### src/rtl/piso_using_generate.sv
// Parallel-in serial-out shifter: a WIDTH-bit word is accepted on a valid/ready
// handshake and sent one bit per clock. Optional parity bit: define PISO_PARITY_EN.
module piso_using_generate #(
  parameter int unsigned WIDTH     = 32,
  parameter bit          MSB_FIRST = 1'b1
) (
  input  logic             clock,
  input  logic             rst_n,
  input  logic [WIDTH-1:0] din,
  input  logic             load_valid,
  output logic             load_ready,
  output logic             dout,
  output logic             dout_valid,
  output logic             dout_last,
  output logic             busy
);

`ifdef PISO_PARITY_EN
  localparam int unsigned FRAME_W = WIDTH + 1;
`else
  localparam int unsigned FRAME_W = WIDTH;
`endif
  localparam int unsigned        CNT_W    = $clog2(WIDTH + 2);
  localparam logic [CNT_W-1:0]   LAST_CNT = CNT_W'(FRAME_W - 1);

  typedef enum logic {
    IDLE,
    SHIFT
  } state_t;

  state_t             state_q, state_d;
  logic [FRAME_W-1:0] shift_q, shift_d;
  logic [FRAME_W-1:0] frame_load;
  logic [FRAME_W-1:0] frame_next;
  logic [CNT_W-1:0]   count_q, count_d;
  logic               last_bit;
  logic               accept;

  // The output end of the shift register and the shift direction depend on bit order;
  // the parity bit always sits at the far end so it leaves after the data bits.
  generate
    if (MSB_FIRST) begin : g_msb_first
`ifdef PISO_PARITY_EN
      assign frame_load = {din, ^din};
`else
      assign frame_load = din;
`endif
      assign frame_next = {shift_q[FRAME_W-2:0], 1'b0};
      assign dout       = shift_q[FRAME_W-1];
    end else begin : g_lsb_first
`ifdef PISO_PARITY_EN
      assign frame_load = {^din, din};
`else
      assign frame_load = din;
`endif
      assign frame_next = {1'b0, shift_q[FRAME_W-1:1]};
      assign dout       = shift_q[0];
    end
  endgenerate

  assign last_bit   = (state_q == SHIFT) && (count_q == LAST_CNT);
  assign load_ready = (state_q == IDLE) || last_bit;
  assign accept     = load_valid && load_ready;
  assign dout_valid = (state_q == SHIFT);
  assign busy       = (state_q == SHIFT);
  assign dout_last  = last_bit;

  always_comb begin
    state_d = state_q;
    shift_d = shift_q;
    count_d = count_q;
    if (accept) begin
      state_d = SHIFT;
      shift_d = frame_load;
      count_d = '0;
    end else if (last_bit) begin
      // Clearing the register on the way to IDLE keeps dout low while idle.
      state_d = IDLE;
      shift_d = '0;
      count_d = '0;
    end else if (state_q == SHIFT) begin
      shift_d = frame_next;
      count_d = count_q + CNT_W'(1);
    end
  end

  always_ff @(posedge clock) begin
    if (!rst_n) begin
      state_q <= IDLE;
      shift_q <= '0;
      count_q <= '0;
    end else begin
      state_q <= state_d;
      shift_q <= shift_d;
      count_q <= count_d;
    end
  end

endmodule
### config.mk
export PLATFORM = sky130hd
export DESIGN_NAME = piso_using_generate
export DESIGN_NICKNAME = d
export VERILOG_FILES = /design/src/rtl/piso_using_generate.sv
export SDC_FILE = /design/constraint.sdc
export NUM_CORES = 1
export LEC_CHECK = 0
export CAP_MARGIN = 15
export CELL_PAD_IN_SITES_DETAIL_PLACEMENT = 0
export CELL_PAD_IN_SITES_GLOBAL_PLACEMENT = 1
export CORE_MARGIN = 4
export CORE_UTILIZATION = 36
export CTS_CLUSTER_SIZE = 10
export DETAILED_ROUTE_END_ITERATION = 8
export GPL_ROUTABILITY_DRIVEN = 0
export PLACE_DENSITY = 0.84
export RECOVER_POWER = 50
export SYNTH_ARGS = -nofsm -noshare
export SYNTH_HDL_FRONTEND = slang
export SYNTH_SLANG_ARGS = --single-unit
export TNS_END_PERCENT = 100
### constraint.sdc
create_clock -name clock -period 1.4 [get_ports clock]
set_input_delay 0.14 -clock clock [delete_from_list [all_inputs] [get_ports clock]]
set_output_delay 0.14 -clock clock [all_outputs]
set_load 0.005 [all_outputs]
==> results of run 1 <==
[layout make-up]
| class | count | area, um2 | area share, % |
|---|---|---|---|
| flip-flops and latches | 39 | 788 | 20.8 |
| inverters | 1 | 3.75 | 0.0993 |
| clock buffers | 8 | 100 | 2.65 |
| repair buffers | 84 | 990 | 26.2 |
| multi-input cells | 285 | 1780 | 47.0 |
| well taps | 99 | 124 | 3.28 |
[synth_stat cells, types with 2 or more instances]
master and count:
a21oi_1 3, a31oi_1 31, buf_1 2, buf_2 10, buf_4 7, buf_6 3
clkbuf_1 20, dfxtp_1 39, nand2_1 33, nand2b_1 33, nand3_1 64, nand4_1 2
nor2_1 2, nor2b_1 32, nor3b_1 3, o21a_1 4, o21ai_0 32, o22a_1 31
xor2_1 3
[per-layer routing]
metal  global-route usage, %  part of all wire (%)
met3                    2.71                   3.8
met1                    24.0                    47
met5                       0                     0
met2                    31.9                    48
met4                    4.93                  0.88
[state kept, by name, indices dropped and copies added, names as in the netlist]
name	count
busy	1
count_q	6
shift_q	32
[what timing repair did]
action,in CTS,in global routing
hold buffers,0,0
endpoints found under the setup margin,40,38
pin swaps,10,13
resized for setup,40,12
buffers inserted,7,7
gates cloned,2,3
[worst max-delay path by stage]
| stage | endpoint | slack [ns] |
|---|---|---|
| after detailed placement | shift_q[0]$_SDFFE_PN0P_ | -0.11 |
| after global placement | shift_q[0]$_SDFFE_PN0P_ | -0.09 |
| final | dout_last | -0.06 |
| after global routing | load_ready | -0.11 |
| after floorplan | shift_q[1]$_SDFFE_PN0P_ | 0.06 |
| after CTS | shift_q[0]$_SDFFE_PN0P_ | -0.11 |
[power by group through the flow]
stage / Combinational (mW) / Clock [mW] / Sequential [mW]
2_1_floorplan: 0.440 / 0 / 1.28
3_3_place_gp: 0.677 / 0 / 1.29
3_5_place_dp: 0.689 / 0 / 1.29
4_1_cts: 0.696 / 0.879 / 1.27
5_1_grt: 0.780 / 0.938 / 1.29
6_report: 0.706 / 0.868 / 1.27
[critical path, cell delays in order (launching register included)]
cell,delay (ns)
dfxtp_2,0.33
and4b_2,0.30
buf_6,0.11
and3_4,0.18
buf_6,0.09
[cells by family after synthesis]
kind of cell             after synthesis  synth area share, %
AO/OA/AOI/OAI                        103                 25.6
XOR/XNOR                               3                0.976
adder cells (fa/ha/maj)                1                0.464
buffers and inverters                 43                 8.27
flip-flops                            39                 29.0
multiplexers                           1                0.372
AND/OR/NAND/NOR                      177                 35.3
==> results.json, run 1 <==
{
  "final_common_cell": "nand3_1",
  "yosys_warnings": 0,
  "fin_util_pct": 52.1,
  "max_slew.worst_pin.slew_ns": 0.256,
  "vias": 2851,
  "drtPass1Iterations": 4,
  "synth_area_mm2": 0.00269,
  "dp_slack_ns": -0.105,
  "cp-end-kind": "primary output",
  "cts_max_level": 2,
  "outcome": "finished, violations left",
  "avgSynthCellArea_um2": 7.34,
  "grt_antenna_before_repair": 0,
  "drc": 0,
  "die_height_um": 94.5,
  "synth.distinct_cells": 32,
  "stdcell_count": 516,
  "layout_setup_ws_ns": -0.0560,
  "leakage_nw": 1.39,
  "synth.largest_area_cell": "dfxtp_1",
  "numCtsBuffers": 5,
  "p_int_mw": 2.05,
  "cts_tree": "done",
  "root_buffer": "clkbuf_8",
  "wl_per_cell_um": 16.1,
  "finalCriticalPeriod_ns": 1.46,
  "slew_violations": 0,
  "grt_use_total_pct": 18.5,
  "ant_nets": 0,
  "clock_path_buffers": 2,
  "final_area_mm2": 0.00378,
  "nFillCells": 692,
  "drt_wl_total_um": 8290,
  "die_w_um": 94.5,
  "seqPwrFrac_pct": 44.7,
  "combPwrFrac_pct": 24.8,
  "placed_cells": 490,
  "violations": "negative setup slack",
  "ys_seq_elements": 39,
  "hold_class": "input pin to flop",
  "switching_share_pct": 28.1,
  "min_to": "shift_q[27]$_SDFFE_PN0P_",
  "reg2reg_to": "shift_q[0]$_SDFFE_PN0P_",
  "critPathRequiredTime_ns": 1.26,
  "layout.nets": 452,
  "ys.flop_type": "dfxtp_1",
  "portBuffers": 39,
  "path_max_fanout": 4,
  "finalPower_mw": 2.85,
  "rsz0062_at_grt": "true",
  "cp-start-kind": "flop",
  "cp.arrival_ns": 1.32,
  "critPathKind": "flop to primary output",
  "startpoint": "count_q[5]$_SDFFE_PP0P_",
  "path_clk_slew_ns": 0.08,
  "finalSetupViolCount": 5,
  "skew_ns": 0.00364,
  "antenna_cells": 0,
  "drive_above_1_share_pct": 18.5,
  "reg2reg_depth": 6,
  "r2r_setup_slack_ns": -0.04,
  "viasPerCell": 5.53,
  "postPlaceCellArea_mm2": 0.00328,
  "dp_hpwl_um": 4530,
  "cap_violations": 0,
  "grt_pass1_vias": 2633,
  "peakVddDrop_uv": 309,
  "core-area_mm2": 0.00725,
  "ys_seq_area_share_pct": 29.0,
  "num_rows": 31,
  "synthesis.nets": 403,
  "initial_core_util_pct": 37.1,
  "clock_sinks": 39,
  "period_share_pct": 104,
  "min_from": "din[27]",
  "synth_top_area_share_pct": 29.0,
  "whs_ns": 0.447,
  "synthTopCellsByArea": "dfxtp_1 29%, nand3_1 12%, o22a_1 10%",
  "final_cell_mix": "52 x nand3_1, 35 x dfxtp_1, 35 x clkdlybuf4s50_1, 33 x nand2b_1, 33 x nand2_1",
  "die_area_mm2": 0.00893,
  "overflow": 0,
  "area_growth_syn_to_layout_pct": 40.4,
  "drt_iter0_drc": 185,
  "clock.fmax_ghz": 0.687,
  "report.final.hold_viol_count": 0,
  "clock_latency_ns": 0.30,
  "synthCells": 367,
  "r2r_start": "count_q[5]$_SDFFE_PP0P_",
  "p_clk_share_pct": 30.5,
  "pwr_density_cell_mw_per_mm2": 753,
  "synth_edf_count": 0,
  "io_pins": 40,
  "slew_headroom_pct": 82.9,
  "synthArstFlopShare_pct": 0,
  "holdPathStages": 3,
  "switchingPower_mw": 0.801,
  "tns_ns": -0.172,
  "grt_pass1_wl_um": 13200,
  "grt_max_degree": 38
}
Power figures use the tool's default switching activity.
==> inputs of run 2 (changes only) <==
Settings changed: PLACE_DENSITY 0.84 to default, PLACE_DENSITY_LB_ADDON from default to 0.1.
==> run 2 against run 1 <==
Compared with the run above:
- the run still ends with negative setup slack left
- clock-buffer cell count did not move
- utilization decreased by 2.6 points
- via count fell by 4.1%
- register-to-register slack barely moved
- combinational power grew 0.8%
- highest routed layer unchanged
- sequential share of layout area rose by 1.1 points
- cell count decreased by 0.58%
- non-clock buffer count shrank 3
- largest cell class unchanged
- sequential cell count unchanged
- first-iteration DRC count increased by 20%
==> results.json, run 2 (same netlist as run 1, synthesis figures left out) <==
{
  "grt_pass1_vias": 2613,
  "crit_end": "shift_q[0]$_SDFFE_PN0P_",
  "root_buffer": "clkbuf_8",
  "outcome": "finished, violations left",
  "num_rows": 31,
  "area_growth_syn_to_layout_pct": 33.3,
  "vias": 2735,
  "max_slew.worst_pin.slew_ns": 0.265,
  "cp.arrival_ns": 1.64,
  "nFillCells": 739,
  "clock_latency_ns": 0.29,
  "startpoint": "count_q[5]$_SDFFE_PP0P_",
  "finalCriticalPeriod_ns": 1.45,
  "drt_wl_total_um": 8040,
  "wl_per_cell_um": 15.7,
  "layout.nets": 449,
  "ff_latch_area_um2": 790,
  "path_max_fanout": 13,
  "r2r_setup_slack_ns": -0.05,
  "p_clk_share_pct": 30.3,
  "io_pins": 40,
  "largest_reg_flops": 32,
  "drtPass1Iterations": 4,
  "clock_path_buffers": 2,
  "path_clk_slew_ns": 0.08,
  "cts_tree": "done",
  "grt_max_degree": 41,
  "cap_violations": 0,
  "viasPerCell": 5.33,
  "die_w_um": 94.5,
  "clock_sinks": 39,
  "whs_ns": 0.453,
  "overflow": 0,
  "switchingPower_mw": 0.796,
  "fin_util_pct": 49.5,
  "die_height_um": 94.5,
  "tns_ns": -0.0806,
  "antenna_cells": 0,
  "violations": "negative setup slack",
  "core-area_mm2": 0.00725,
  "drive_above_1_share_pct": 15.2,
  "period_share_pct": 104,
  "cp-end-kind": "flop",
  "slew_violations": 0,
  "dp_hpwl_um": 4700,
  "grt_antenna_before_repair": 0,
  "finalSetupViolCount": 2,
  "final_cell_mix": "64 x nand3_1, 37 x clkdlybuf4s50_1, 34 x dfxtp_1, 33 x nand2b_1, 33 x nand2_1",
  "pwr_density_cell_mw_per_mm2": 794,
  "leakage_nw": 1.34,
  "portBuffers": 39,
  "reg2reg_depth": 6,
  "drt_iter0_drc": 222,
  "slew_headroom_pct": 82.3,
  "layout_setup_ws_ns": -0.0539,
  "report.final.hold_viol_count": 0,
  "cts_max_level": 2,
  "cts_hold_buffers": 0,
  "grt_pass1_wl_um": 12900,
  "die_area_mm2": 0.00893,
  "combPwrFrac_pct": 25.0,
  "drc": 0,
  "reg2reg_to": "shift_q[0]$_SDFFE_PN0P_",
  "critPathKind": "flop to flop",
  "final_common_cell": "nand3_1",
  "r2r_start": "count_q[5]$_SDFFE_PP0P_",
  "ant_nets": 0,
  "p_int_mw": 2.06,
  "hold_class": "input pin to flop",
  "peakVddDrop_uv": 375,
  "grt_use_total_pct": 18.2,
  "rsz0062_at_grt": "true",
  "regMostFlops": "shift_q",
  "critPathRequiredTime_ns": 1.59,
  "multi_input_area_mm2": 0.00172,
  "cp-start-kind": "flop",
  "skew_ns": 0.00586,
  "seqPwrFrac_pct": 44.7,
  "initial_core_util_pct": 37.1,
  "dp_slack_ns": -0.158,
  "clock.fmax_ghz": 0.688,
  "switching_share_pct": 27.9,
  "numCtsBuffers": 5
}
[run 2: cell types whose count changed in the layout (fill, tap and decap cells not counted), sizes merged]
| cell | delta |
|---|---|
| clkdlybuf4s50 | +2 |
| buf | -3 |
| dlygate4sd2 | -2 |
[run 2: worst min-delay path by stage]
stage	start	endpoint	slack, ns	cells after the start
global route	din[7]	shift_q[7]$_SDFFE_PN0P_	0.45	3
CTS	din[1]	shift_q[1]$_SDFFE_PN0P_	0.45	3
finish	din[19]	shift_q[19]$_SDFFE_PN0P_	0.45	3
detailed placement	count_q[5]$_SDFFE_PP0P_	count_q[5]$_SDFFE_PP0P_	0.52	2
global placement	count_q[5]$_SDFFE_PP0P_	count_q[5]$_SDFFE_PP0P_	0.53	2
floorplan	din[17]	shift_q[17]$_SDFFE_PN0P_	0.31	2
[run 2: critical path: stages (launching register included)]
cell	delay [ns]
dfxtp_2	0.33
and4b_2	0.25
buf_6	0.12
buf_4	0.16
buf_12	0.15
and4_1	0.18
o21a_1	0.16
[run 2: metal layers]
layer	global-route usage [%]	vias up	wire, um
met4	4.45	0	91
met5	0	-	0
met1	23.8	1276	3890
li1	-	1406	-
met2	30.9	47	3750
met3	3.35	6	308
[run 2: power groups by stage]
stage                     logic (mW)  clock network, mW  registers (mW)
final                          0.712              0.866            1.27
after global routing           0.793              0.952            1.29
after CTS                      0.692              0.904            1.27
after detailed placement       0.672                  0            1.30
after global placement         0.671                  0            1.30
after floorplan                0.440                  0            1.28
[run 2: timing repair]
action | 4_1_cts | 5_1_grt
pin swaps | 4 | 8
setup buffers | 7 | 1
gates cloned | 1 | 2
setup endpoints to repair | 35 | 36
resized for setup | 24 | 21
[run 2: layout make-up]
type / count / share of cell area (%)
clock buffers: 8 / 2.79
multi-input cells: 285 / 47.8
well taps: 99 / 3.45
flip-flops and latches: 39 / 22.0
inverters: 1 / 0.104
repair buffers: 81 / 23.9
[run 2: through the flow]
step                      area, um2  power (mW)  cells
after floorplan                2690        1.72    367
after global placement         3290        1.97    494
after detailed placement       3290        1.97    494
after CTS                      3530        2.87    510
after global routing           3590        3.03    513
final                          3590        2.85    513
==> inputs of run 3 (changes only) <==
Settings changed: SKIP_CTS_REPAIR_TIMING from default to 1.
==> run 3 against run 2 <==
Compared with the run above:
- the run now ends clean
- clock-buffer cell count unchanged
- setup slack improved by 0.084 ns
- sequential cell count unchanged
- via count about the same
- register-to-register slack improved by 0.12 ns
- highest routed layer unchanged
- power decreased by 0.82%
- utilization decreased by 1.5 points
- first-iteration DRC count decreased by 16%
- clock power about the same
- critical path depth decreased by 3
- design area decreased by 3.0%
- sequential power about the same
==> results.json, run 3 (same netlist as run 1, synthesis figures left out) <==
{
  "path_max_fanout": 4,
  "ant_nets": 0,
  "r2r_setup_slack_ns": 0.07,
  "met3_usage_pct": 3.27,
  "largest_reg_flops": 32,
  "multi_input_area_mm2": 0.00172,
  "drtPass1Iterations": 4,
  "core-area_mm2": 0.00725,
  "slew_violations": 0,
  "path_clk_slew_ns": 0.08,
  "cp-start-kind": "flop",
  "critPathRequiredTime_ns": 1.26,
  "grt_antenna_before_repair": 0,
  "outcome": "completed",
  "skew_ns": 0.00554,
  "drc": 0,
  "grt-busiest-layer": "met2",
  "initial_core_util_pct": 37.1,
  "final_area_mm2": 0.00348,
  "ff_latch_area_um2": 788,
  "cts_tree": "done",
  "clock_sinks": 39,
  "pwr_density_cell_mw_per_mm2": 812,
  "numCtsBuffers": 5,
  "clock_path_buffers": 2,
  "area_growth_syn_to_layout_pct": 29.4,
  "postPlaceCellArea_mm2": 0.00329,
  "finalSetupViolCount": 0,
  "drive_above_1_share_pct": 13.3,
  "cp-end-kind": "primary output",
  "cts_max_level": 2,
  "use_met1_pct": 23.1,
  "nFillCells": 748,
  "placed_cells": 494,
  "clock.fmax_ghz": 0.730,
  "startpoint": "count_q[5]$_SDFFE_PP0P_",
  "wl_per_cell_um": 15.4,
  "grt_use_total_pct": 17.6,
  "use_met2_pct": 30.0,
  "io_pins": 40,
  "num_rows": 31,
  "crit_end": "dout_last",
  "grt_pass1_vias": 2555,
  "r2r_start": "count_q[5]$_SDFFE_PP0P_",
  "drt_iter0_drc": 186,
  "hold_class": "input pin to flop",
  "max_slew.worst_pin.slew_ns": 0.277,
  "reg2reg_depth": 4,
  "reg2reg_to": "shift_q[26]$_SDFFE_PN0P_",
  "drt_wl_total_um": 7770,
  "vias": 2734,
  "period_share_pct": 97.8,
  "final_cell_mix": "64 x nand3_1, 35 x dfxtp_1, 35 x clkdlybuf4s50_1, 33 x nand2b_1, 33 x nand2_1",
  "root_buffer": "clkbuf_8",
  "layout.nets": 442,
  "die_height_um": 94.5,
  "final_common_cell": "nand3_1",
  "antenna_cells": 0,
  "die_area_mm2": 0.00893,
  "grt_pass1_wl_um": 12600,
  "peakVddDrop_uv": 495,
  "finalPower_mw": 2.83,
  "leakage_nw": 1.32,
  "dp_hpwl_um": 4700,
  "portBuffers": 39,
  "regMostFlops": "shift_q",
  "die_w_um": 94.5,
  "cap_violations": 0,
  "clock_latency_ns": 0.29,
  "stdcell_count": 506,
  "viasPerCell": 5.40,
  "critPathKind": "flop to primary output",
  "finalCriticalPeriod_ns": 1.37,
  "report.final.hold_viol_count": 0,
  "overflow": 0,
  "cp.arrival_ns": 1.23,
  "slew_headroom_pct": 81.5,
  "grt_max_degree": 41,
  "rsz0062_at_grt": "true"
}
## run 3: cell count changes in the layout (fill, tap and decap cells not counted)
cell	change
dlymetal6s2s_1	+3
buf_6	-1
buf_4	-2
clkbuf_2	-1
dfxtp_2	-1
dfxtp_1	+1
clkbuf_16	-1
clkdlybuf4s50_1	-2
o21ai_1	-12
o21ai_0	+12
buf_16	-1
buf_12	-2
## run 3: power by group
| part | total (mW) | internal [mW] | switching [mW] |
|---|---|---|---|
| clock network | 0.869 | 0.451 | 0.419 |
| registers | 1.28 | 1.21 | 0.0673 |
| logic | 0.684 | 0.382 | 0.303 |
| total | 2.83 | 2.04 | 0.789 |
## run 3: worst min-delay path by stage
stage                             from                        to  cells after the start
6_report                       din[19]  shift_q[19]$_SDFFE_PN0P_                      3
5_1_grt                         din[7]   shift_q[7]$_SDFFE_PN0P_                      3
4_1_cts                         din[1]   shift_q[1]$_SDFFE_PN0P_                      3
3_5_place_dp   count_q[5]$_SDFFE_PP0P_   count_q[5]$_SDFFE_PP0P_                      2
3_3_place_gp   count_q[5]$_SDFFE_PP0P_   count_q[5]$_SDFFE_PP0P_                      2
2_1_floorplan                  din[17]  shift_q[17]$_SDFFE_PN0P_                      2
## run 3: cell type report
| type | instances | share of cell area (%) |
|---|---|---|
| repair buffers | 74 | 21.6 |
| flip-flops and latches | 39 | 22.6 |
| multi-input cells | 285 | 49.2 |
| well taps | 99 | 3.55 |
| clock buffers | 8 | 2.87 |
| inverters | 1 | 0.108 |
## run 3: stage by stage
| stage | worst slack, ns | hold WS (ns) | TNS (ns) | util (%) |
|---|---|---|---|---|
| 6_report | 0.0302 | 0.451 | 0 | 48.0 |
| 5_1_grt | -0.0230 | 0.458 | -0.0478 | 48.0 |
| 4_1_cts | -0.431 | 0.447 | -2.65 | 46.7 |
| 3_5_place_dp | -0.158 | 0.519 | -4.10 | 45.3 |
| 3_3_place_gp | -0.133 | 0.526 | -3.27 | 45.3 |
| 2_1_floorplan | 0.0598 | 0.306 | 0 | - |
## run 3: metal layers
layer / wire, um / share of wire, %
met1: 3720 / 48
met2: 3700 / 48
met3: 279 / 3.6
met4: 74 / 0.95
met5: 0 / 0
## run 3: worst max-delay path, stage by stage (launching register included)
cell and delay, ns:
dfxtp_2 0.33, and4b_2 0.32, and3_4 0.20, buf_6 0.09
